**src/rtl/alu_mul_sequencer.sv**
```systemverilog
// Shift-and-add unsigned multiplier controller that borrows the shared
// single-bit-shift ALU for ADD, SLL and SRL steps, one step per cycle.

package definitions;
    parameter int D_WIDTH = 8;

    localparam logic [2:0] OP_R_TYPE = 3'b000;
    localparam logic [2:0] OP_SHIFT  = 3'b101;

    localparam logic [1:0] FUNCT_ADD = 2'b00;
    localparam logic [1:0] FUNCT_SLL = 2'b10;
    localparam logic [1:0] FUNCT_SRL = 2'b11;
endpackage

module alu_mul_sequencer #(
    parameter int D_WIDTH = definitions::D_WIDTH
) (
    input  logic               i_clk,
    input  logic               i_rst_n,
    input  logic               i_start_valid,
    output logic               o_start_ready,
    input  logic [D_WIDTH-1:0] i_op_a,
    input  logic [D_WIDTH-1:0] i_op_b,
    output logic               o_resp_valid,
    input  logic               i_resp_ready,
    output logic [D_WIDTH-1:0] o_product,
    output logic               o_overflow,
    output logic               o_alu_busy,
    output logic [D_WIDTH-1:0] o_alu_src_a,
    output logic [D_WIDTH-1:0] o_alu_src_b,
    output logic [2:0]         o_alu_opcode,
    output logic [1:0]         o_alu_funct,
    input  logic [D_WIDTH-1:0] i_alu_result,
    input  logic               i_alu_carry_out,
    output logic [2:0]         o_dbg_state
);

    // Handshakes: a transfer occurs on a rising edge where valid && ready are
    // both high; ready and valid come from state only, never from the peer.
    typedef enum logic [2:0] {
        S_IDLE = 3'd0,
        S_ADD  = 3'd1,
        S_SHL  = 3'd2,
        S_SHR  = 3'd3,
        S_DONE = 3'd4
    } state_t;

    state_t             r_state;
    state_t             w_next_state;
    logic [D_WIDTH-1:0] r_m;
    logic [D_WIDTH-1:0] r_q;
    logic [D_WIDTH-1:0] r_p;
    logic               r_ovf;
    logic               w_accept;
    logic               w_q_rest_nz;

    // A bit shifted out of M only corrupts the product if a later multiplier bit uses it.
    assign w_q_rest_nz = (r_q >> 1) != '0;

    assign o_product   = r_p;
    assign o_overflow  = r_ovf;
    assign o_dbg_state = r_state;

    always_comb begin
        w_next_state  = r_state;
        w_accept      = 1'b0;
        o_start_ready = 1'b0;
        o_resp_valid  = 1'b0;
        o_alu_busy    = 1'b0;
        o_alu_src_a   = '0;
        o_alu_src_b   = '0;
        o_alu_opcode  = definitions::OP_R_TYPE;
        o_alu_funct   = definitions::FUNCT_ADD;
        case (r_state)
            S_IDLE: begin
                o_start_ready = 1'b1;
                if (i_start_valid) begin
                    w_accept = 1'b1;
                    if (i_op_b == '0)   w_next_state = S_DONE;
                    else if (i_op_b[0]) w_next_state = S_ADD;
                    else                w_next_state = S_SHL;
                end
            end
            S_ADD: begin
                o_alu_busy   = 1'b1;
                o_alu_src_a  = r_p;
                o_alu_src_b  = r_m;
                w_next_state = S_SHL;
            end
            S_SHL: begin
                o_alu_busy   = 1'b1;
                o_alu_opcode = definitions::OP_SHIFT;
                o_alu_funct  = definitions::FUNCT_SLL;
                o_alu_src_a  = r_m;
                w_next_state = S_SHR;
            end
            S_SHR: begin
                o_alu_busy   = 1'b1;
                o_alu_opcode = definitions::OP_SHIFT;
                o_alu_funct  = definitions::FUNCT_SRL;
                o_alu_src_a  = r_q;
                // Decide on the shifted multiplier now to skip a dead cycle.
                if (i_alu_result == '0)   w_next_state = S_DONE;
                else if (i_alu_result[0]) w_next_state = S_ADD;
                else                      w_next_state = S_SHL;
            end
            S_DONE: begin
                o_resp_valid = 1'b1;
                if (i_resp_ready) w_next_state = S_IDLE;
            end
            default: w_next_state = S_IDLE;
        endcase
    end

    always_ff @(posedge i_clk) begin
        if (!i_rst_n) begin
            r_state <= S_IDLE;
            r_m     <= '0;
            r_q     <= '0;
            r_p     <= '0;
            r_ovf   <= 1'b0;
        end else begin
            r_state <= w_next_state;
            case (r_state)
                S_IDLE: begin
                    if (w_accept) begin
                        r_m   <= i_op_a;
                        r_q   <= i_op_b;
                        r_p   <= '0;
                        r_ovf <= 1'b0;
                    end
                end
                S_ADD: begin
                    r_p <= i_alu_result;
                    if (i_alu_carry_out) r_ovf <= 1'b1;
                end
                S_SHL: begin
                    r_m <= i_alu_result;
                    if (i_alu_carry_out && w_q_rest_nz) r_ovf <= 1'b1;
                end
                S_SHR: r_q <= i_alu_result;
                default: ;
            endcase
        end
    end

endmodule

```
**config.mk**
```make
export PLATFORM = sky130hd
export DESIGN_NAME = alu_mul_sequencer
export DESIGN_NICKNAME = d
export VERILOG_FILES = /design/src/rtl/alu_mul_sequencer.sv
export SDC_FILE = /design/constraint.sdc
export NUM_CORES = 1
export LEC_CHECK = 0
export CAP_MARGIN = 0
export CORE_ASPECT_RATIO = 1.2
export CORE_MARGIN = 1.5
export CORE_UTILIZATION = 30
export CTS_CLUSTER_SIZE = 14
export DETAILED_ROUTE_END_ITERATION = 7
export PLACE_DENSITY = 0.62
export SETUP_SLACK_MARGIN = 0.1
export SLEW_MARGIN = 20
export SYNTH_ARGS = -nofsm -noshare
export SYNTH_HDL_FRONTEND = slang
export SYNTH_SLANG_ARGS = --single-unit
```
**constraint.sdc**
```tcl
create_clock -name i_clk -period 1.91 [get_ports i_clk]
set_input_delay 0.191 -clock i_clk [delete_from_list [all_inputs] [get_ports i_clk]]
set_output_delay 0.191 -clock i_clk [all_outputs]
set_load 0.01 [all_outputs]
```
==> results.yml, run 1 <==
critical_path:
  reg2regPathDepth: 6
  required_ns: 1.72
  arrival_ns: 1.64
  regToRegEndpoint: "r_q[0]"
  cp_max_fo: 5
  crit_type: "flop to output pin"
  r2r_setup_slack_ns: 0.22
  rr_startpoint: "o_dbg_state[0]"
  cp-start-kind: "flop"
  cp-end-kind: "output pin"
floorplan:
  die_y_um: 83.38
  die-area_um2: 5835
  die_w_um: 69.99
  pin_count: 65
  rows: 29
  core-area_um2: 5225
  start_util_pct: 30.91
global_routing:
  grt_pass1_wl_um: 9011
  grt_pass1_vias: 1721
  grt.total_usage_pct: 19.65
  antenna_found_initial: 0
  grt_max_degree: 17
  gr-total-overflow: 0
placed_design:
  dpl.hpwl_um: 4261
  gp_congestion: 0.8554
  io_buffers: 63
  dp_cells: 326
synth:
  ys_types: 29
  ys_ff_latch: 28
  synthCells: 194
  yosys_warnings: 0
  ys_seq_area_share_pct: 34.70
  syn_area_per_cell_um2: 8.326
  synthesis.area_um2: 1615
  synth_nets: 223
power:
  p_per_area_nw_per_um2: 692.9
  finalPower_mw: 1.852
  ir_drop_mv: 0.3192
  leakagePower_nw: 1.356
clocking:
  cts_buffer_depth: 2
  cts_buffers: 3
  root_buffer: "clkbuf_8"
  cts_tree: "yes"
  cts.htree.levels: 1
  clkLatencyLatePin_ns: 0.27
  clk_pin_slew_ns: 0.10
  clock_sinks: 28
run_status:
  outcome: "finished, final reports clean"
detailed_routing:
  wl_per_cell_um: 17.42
  drc: 0
  viasPerCell: 5.317
  drtAntennaViolNets: 0
  firstDrtPassIters: 4
  num_vias: 1813
  wl_um: 5940
  drtIter0Drc: 159
timing:
  fin_crit_ns: 1.830
  period_share_pct: 95.79
  fmax_ghz: 0.5466
  setup_viol: 0
  whs_ns: 0.5239
  rsz0062_at_grt: "true"
  fin_skew_ns: 0.004474
  slew_headroom_pct: 62.80
  hold_viol: 0
  finalMaxSlewViolations: 0
  worst_slew_pin_slew_ns: 0.5510
  final.setup.tns_ns: 0
cells_and_area:
  drive_gt1_share_pct: 21.86
  filler_cell_count: 503
  syn_to_final_growth_pct: 65.45
  final_cells: 341
  multi_input_area_um2: 1023
  layout_commonest_cell: "clkdlybuf4s50_1"
  layout.nets: 310
  final_cell_mix: "clkdlybuf4s50_1, buf_4, nor2_1, dfxtp_1, nand2_1"
  register_area_um2: 565.5
  antenna_cells: 0
job:
  maxCapViolCount: 0
min_path:
  min_path_cells: 2
  hold_start: "o_product[0]"
  holdPathEnd: "o_product[0]"
  hold_path_class: "flop to flop"
-- critical path: stages (launching register included) --
cell	delay [ns]
dfxtp_4	0.39
buf_8	0.12
buf_6	0.12
buf_6	0.11
mux2i_4	0.25
nor2_2	0.05
a31oi_1	0.14
nor2_1	0.05
buf_2	0.13
-- how the worst max path moves through the flow --
stage	endpoint	slack, ns	cells past startpoint	from
final	o_alu_src_a[1]	0.08	8	o_dbg_state[0]
after global routing	o_alu_src_a[3]	-0.002	8	o_dbg_state[0]
after CTS	o_alu_src_a[0]	-0.09	6	o_dbg_state[0]
after detailed placement	o_alu_src_a[3]	0.09	5	o_dbg_state[1]
after global placement	o_alu_src_a[1]	0.12	6	o_dbg_state[0]
after floorplan	o_alu_src_a[6]	0.40	6	o_dbg_state[1]
-- stage by stage --
step	cell area (um^2)	setup slack, ns	utilization, %
finish	2673	0.08042	51.15
global route	2673	-0.002274	51.15
CTS	2547	-0.09241	48.75
detailed placement	2419	0.08607	46.29
global placement	2419	0.1181	46.29
floorplan	1615	0.3974	-
-- synthesized netlist by cell type --
| cell | number | area [um^2] |
|---|---|---|
| buf_4 | 3 | 22.52 |
| nand2_1 | 23 | 86.33 |
| or3b_4 | 1 | 11.26 |
| buf_1 | 2 | 7.510 |
| nor3_1 | 3 | 15.01 |
| nand3b_1 | 3 | 22.52 |
| a21oi_4 | 1 | 16.27 |
| o211a_1 | 16 | 160.2 |
| a41oi_1 | 1 | 8.760 |
| nor3b_1 | 1 | 7.510 |
| conb_1 | 1 | 3.750 |
| nor3_2 | 1 | 10.01 |
| buf_6 | 2 | 22.52 |
| a21oi_1 | 6 | 30.03 |
| buf_2 | 6 | 30.03 |
| clkbuf_1 | 4 | 15.01 |
| mux2i_1 | 24 | 240.2 |
| clkinv_1 | 1 | 3.750 |
| dfxtp_1 | 28 | 560.5 |
| o22ai_1 | 8 | 50.05 |
| nand4_1 | 1 | 6.260 |
| inv_1 | 3 | 11.26 |
| and3_1 | 9 | 56.30 |
| o311ai_0 | 1 | 8.760 |
| o21a_1 | 1 | 7.510 |
| nor2_1 | 28 | 105.1 |
| a31oi_1 | 8 | 50.05 |
| o21ai_0 | 3 | 15.01 |
| nor4_1 | 5 | 31.28 |
-- logic make-up after synthesis --
| logic type | after synthesis | share of synthesized area [%] |
|---|---|---|
| AND/OR/NAND/NOR | 75 | 21.77 |
| AO/OA/AOI/OAI | 45 | 21.46 |
| flip-flops | 28 | 34.70 |
| multiplexers | 24 | 14.87 |
| buffers and inverters | 21 | 6.971 |
| other | 1 | 0.2322 |
-- routing by layer --
metal | wire, um | up-vias | track usage (%)
met3 | 385 | 8 | 3.155
li1 | - | 871 | -
met5 | 0 | - | 0
met2 | 2822 | 74 | 31.86
met1 | 2640 | 860 | 26.44
met4 | 91 | 0 | 6.643
-- power by group --
group / internal, mW / switching (mW) / total, mW
combinational: 0.432 / 0.353 / 0.785
sequential: 0.660 / 0.0814 / 0.741
clock: 0.142 / 0.184 / 0.326
-- final cells by class --
class / instances / area share [%]
well taps: 62 / 2.903
multi-input cells: 145 / 38.30
clock buffers: 3 / 1.545
inverters: 4 / 0.6554
flip-flops and latches: 28 / 21.16
repair buffers: 99 / 35.44
-- state kept, by name, indices dropped and copies added (netlist names) --
name and count:
o_overflow 1, r_m 8, r_q 8, o_product 8, o_dbg_state 3
-- repair_timing --
action / in CTS / in global routing
resized for setup: 34 / 28
hold buffers: 0 / 0
endpoints found under the setup margin: 22 / 19
pin swaps: 0 / 2
setup buffers: 2 / 9
gates cloned: 1 / 0
Power figures use the tool's default switching activity.
==> inputs of run 2 (changes only) <==
PLACE_DENSITY = default   (was 0.62)
PLACE_DENSITY_LB_ADDON = 0.2   (was default)
==> run 2 against run 1 <==
Die area did not move. Routed wire length fell by 7.0%. Register-to-register slack better by 0.02 ns. Core utilization is 2.5 points lower. Critical path type unchanged. Critical endpoint is now o_alu_funct[0]. Highest routed layer unchanged.
==> results.yml, run 2 (synthesis results as in run 1) <==
critical_path:
  rr_startpoint: "o_dbg_state[0]"
  cp_slowest_stage_delay_ns: 0.54
  cpLargestDelayFamily: "buffers and inverters"
  cp-start-kind: "flop"
  reg2regPathDepth: 7
  cp_cell_sequence: "buf_4, nand3b_1, inv_1, clkdlybuf4s50_1"
  cp_num_buf_inv: 3
  crit_type: "flop to output pin"
  r2r_setup_slack_ns: 0.24
  critPathSlowestCell: "clkdlybuf4s50_1"
  cp_max_fo: 6
  cp-end-kind: "output pin"
  arrival_ns: 1.60
  regToRegEndpoint: "r_q[3]"
  required_ns: 1.72
cells_and_area:
  filler_cell_count: 553
  antenna_cells: 0
  utilization_pct: 48.64
  layout_commonest_cell: "clkdlybuf4s50_1"
  register_area_um2: 564.3
  final_cell_mix: "clkdlybuf4s50_1, nor2_1, dfxtp_1"
  drive_gt1_share_pct: 15.19
  syn_to_final_growth_pct: 57.32
  multi_input_area_um2: 982.2
  layout.nets: 300
global_routing:
  grt_pass1_vias: 1689
  gr-total-overflow: 0
  grt_pass1_wl_um: 8783
  busiest_layer: "met2"
  grt_max_degree: 22
  grt_use_met2_pct: 32.47
  antenna_found_initial: 0
  use_met3_pct: 2.306
  grt.total_usage_pct: 19.13
  grtUsageMet1_pct: 24.74
floorplan:
  pin_count: 65
  die_y_um: 83.38
  die_w_um: 69.99
  rows: 29
  core-area_um2: 5225
  start_util_pct: 30.91
  die-area_um2: 5835
detailed_routing:
  drc: 0
  wl_per_cell_um: 16.64
  firstDrtPassIters: 4
  wl_um: 5525
  num_vias: 1749
  drtIter0Drc: 80
  drtAntennaViolNets: 0
  viasPerCell: 5.268
min_path:
  hold_start: "i_alu_carry_out"
  min_path_cells: 3
  hold_path_class: "primary input to flop"
  holdPathEnd: "o_overflow"
timing:
  fin_crit_ns: 1.788
  rsz0062_at_grt: "true"
  slew_headroom_pct: 55.77
  finalMaxSlewViolations: 0
  period_share_pct: 93.59
  fin_skew_ns: 0.007933
  fin_ws_ns: 0.1224
  fmax_ghz: 0.5594
  setup_viol: 0
  hold_viol: 0
  worst_slew_pin_slew_ns: 0.6574
clocking:
  cts.htree.levels: 1
  clkLatencyLatePin_ns: 0.28
  cts_buffer_depth: 2
  clock_sinks: 28
  clk_pin_slew_ns: 0.09
  root_buffer: "clkbuf_8"
  cts_tree: "yes"
  cts_buffers: 3
power:
  finalPower_mw: 1.894
  p_per_area_nw_per_um2: 745.5
  leakagePower_nw: 1.291
  ir_drop_mv: 0.3802
placed_design:
  dpl.hpwl_um: 4152
  io_buffers: 63
  post-place-ws_ns: 0.1336
  gp_congestion: 0.8258
job:
  maxCapViolCount: 0
run_status:
  outcome: "finished, final reports clean"
run 2: tightest hold or removal path: stages:
cell and delay [ns]:
clkdlybuf4s50_1 0.43, nand4_1 0.09, a21oi_1 0.05
run 2: routing by layer:
layer	vias up	wire length, um
li1	859	-
met1	803	2348
met2	77	2646
met3	10	416
met4	0	113
met5	-	0
run 2: how the worst max path moves through the flow:
stage	from	cells after the start	endpoint	slack (ns)
after detailed placement	o_dbg_state[0]	6	r_q[3]	0.13
after CTS	o_dbg_state[0]	6	o_alu_src_a[1]	-0.08
final	o_dbg_state[2]	4	o_alu_funct[0]	0.12
after global routing	o_dbg_state[0]	6	o_alu_src_a[0]	0.05
after global placement	o_dbg_state[0]	6	r_q[6]	0.12
after floorplan	o_dbg_state[1]	6	o_alu_src_a[6]	0.40
run 2: layout make-up:
cell class	count	share of cell area [%]
repair buffers	89	32.64
multi-input cells	145	38.65
clock inverters	1	1.182
clock buffers	3	1.625
flip-flops and latches	28	22.21
inverters	4	0.6401
well taps	62	3.053
run 2: power breakdown:
group	switching (mW)	internal, mW	total (mW)
combinational	0.324	0.365	0.689
sequential	0.0729	0.660	0.733
clock	0.192	0.281	0.473
total	0.589	1.31	1.89
run 2: timing repair:
| action | 4_1_cts | 5_1_grt |
|---|---|---|
| gates cloned | 0 | 0 |
| gates resized for setup | 20 | 11 |
| hold buffers | 0 | 0 |
| pin swaps | 0 | 1 |
| setup endpoints to repair | 22 | 16 |
| buffers inserted | 0 | 2 |
run 2: through the flow:
| step | area, um^2 | instances | hold slack, ns | TNS, ns |
|---|---|---|---|---|
| 3_5_place_dp | 2419 | 326 | 0.5021 | 0 |
| 2_1_floorplan | 1615 | 194 | 0.3270 | 0 |
| 3_3_place_gp | 2419 | 326 | 0.4974 | 0 |
| 6_report | 2541 | 332 | 0.5319 | 0 |
| 4_1_cts | 2480 | 330 | 0.5306 | -0.2185 |
| 5_1_grt | 2541 | 332 | 0.5555 | 0 |
==> inputs of run 3 (changes only) <==
clock period = 2.1 ns   (was 1.91 ns; I/O delays follow)
==> run 3 against run 2 <==
Cell count is 1.8% lower. Routed wire length hardly changed. Global-route usage is 0.49 points higher. Non-clock buffer count is 6 lower. Design area is 0.25% lower. Clock skew is 0.0056 ns lower. Count of clock-buffer cells in the layout is 1 higher. Critical path type unchanged. Largest cell class unchanged.
==> results.yml, run 3 (synthesis results as in run 1) <==
critical_path:
  r2r_setup_slack_ns: 0.30
  crit_top_cell: "buf_4"
  cp_max_fo: 11
  arrival_ns: 1.74
  cp_slowest_stage_delay_ns: 0.53
  cp-end-kind: "output pin"
  cp-start-kind: "flop"
  cp_num_buf_inv: 3
  cpLargestDelayFamily: "buffers and inverters"
  required_ns: 1.89
  reg2regPathDepth: 6
  critPathSlowestCell: "clkdlybuf4s50_1"
  crit_type: "flop to output pin"
  cp_cell_sequence: "buf_4, nor2_1, buf_4, and3_1, clkdlybuf4s50_1"
  cp.depth: 5
placed_design:
  gp_congestion: 0.7823
  dpl.hpwl_um: 4104
  io_buffers: 63
  post-place-ws_ns: 0.2572
power:
  leakagePower_nw: 1.304
  p_clk_share_pct: 21.4
  power_frac_comb_pct: 38.3
  p_per_area_nw_per_um2: 654.8
  p_int_mw: 1.113
  seq_power_share_pct: 40.3
  power_switching_mw: 0.5473
  ir_drop_mv: 0.2995
  p_sw_share_pct: 32.97
clocking:
  clock_sinks: 28
  cts_buffers: 3
  clk_pin_slew_ns: 0.10
  root_buffer: "clkbuf_8"
  clkLatencyLatePin_ns: 0.29
  cts_tree: "yes"
  cts_buffer_depth: 2
  cts.htree.levels: 1
  postCtsHoldBufs: 0
timing:
  worst_slew_pin_slew_ns: 0.6088
  fin_ws_ns: 0.1526
  rsz0062_at_grt: "true"
  hold_viol: 0
  slew_headroom_pct: 59.04
  finalMaxSlewViolations: 0
  fin_crit_ns: 1.947
  fin_skew_ns: 0.002299
  fmax_ghz: 0.5135
  final.setup.tns_ns: 0
  period_share_pct: 92.73
  setup_viol: 0
  whs_ns: 0.5311
floorplan:
  pin_count: 65
  die-area_um2: 5835
  core-area_um2: 5225
  rows: 29
  die_w_um: 69.99
  start_util_pct: 30.91
  die_y_um: 83.38
cells_and_area:
  utilization_pct: 48.52
  final_cell_mix: "clkdlybuf4s50_1, nor2_1, dfxtp_1"
  drive_gt1_share_pct: 14.02
  layout.nets: 294
  filler_cell_count: 532
  antenna_cells: 0
  syn_to_final_growth_pct: 56.93
  layout_commonest_cell: "clkdlybuf4s50_1"
detailed_routing:
  viasPerCell: 5.252
  num_vias: 1712
  drtAntennaViolNets: 0
  wl_um: 5527
  wl_per_cell_um: 16.95
  drtIter0Drc: 84
  drc: 0
  firstDrtPassIters: 4
job:
  maxCapViolCount: 0
global_routing:
  antenna_found_initial: 0
  grt_pass1_vias: 1666
  grt_max_degree: 17
  gr-total-overflow: 0
  grt.total_usage_pct: 19.62
  grt_pass1_wl_um: 8914
min_path:
  min_path_cells: 2
  hold_path_class: "flop to flop"
run_status:
  outcome: "finished, final reports clean"
-- run 3: what timing repair did --
item	in CTS	in global routing
endpoints found under the setup margin	14	13
gates cloned	1	0
buffers inserted	2	0
resized for setup	17	9
-- run 3: worst min-delay path: cells and delay by family, from the launching register on --
family	cells	cell delay, ns
DFF	1	0.34
and+or+nand+nor	1	0.05
AOI/OAI and AO/OA	1	0.11
-- run 3: area by class of cell --
class                   instances  area, um^2  area share [%]
well taps                      62       77.57           3.060
inverters                       4       16.27          0.6417
repair buffers                 83       833.3           32.87
clock buffers                   4       55.05           2.172
multi-input cells             145       987.2           38.94
flip-flops and latches         28       565.5           22.31
-- run 3: final timing paths --
kind | from | to
max | o_dbg_state[1] | o_alu_src_b[1]
min | o_product[6] | o_product[6]
max reg2reg | o_dbg_state[0] | r_q[4]
min reg2reg | o_product[6] | o_product[6]
-- run 3: power groups by stage --
stage | Combinational (mW) | Clock (mW) | Sequential [mW]
after floorplan | 0.319 | 0 | 0.662
after detailed placement | 0.601 | 0 | 0.667
after global placement | 0.598 | 0 | 0.668
final | 0.636 | 0.356 | 0.668
after global routing | 0.689 | 0.375 | 0.677
after CTS | 0.637 | 0.355 | 0.665
-- run 3: routing by layer --
metal	vias up	track usage, %	routed length [um]
li1	843	-	-
met1	822	26.45	2514
met2	42	32.03	2671
met3	5	3.034	267
met4	0	6.294	74
met5	-	0	0
-- run 3: per-stage QoR --
step	total power [mW]	cell area [um^2]	instances
6_report	1.660	2535	326
3_3_place_gp	1.266	2366	319
2_1_floorplan	0.9803	1615	194
3_5_place_dp	1.268	2366	319
5_1_grt	1.741	2535	326
4_1_cts	1.658	2504	326
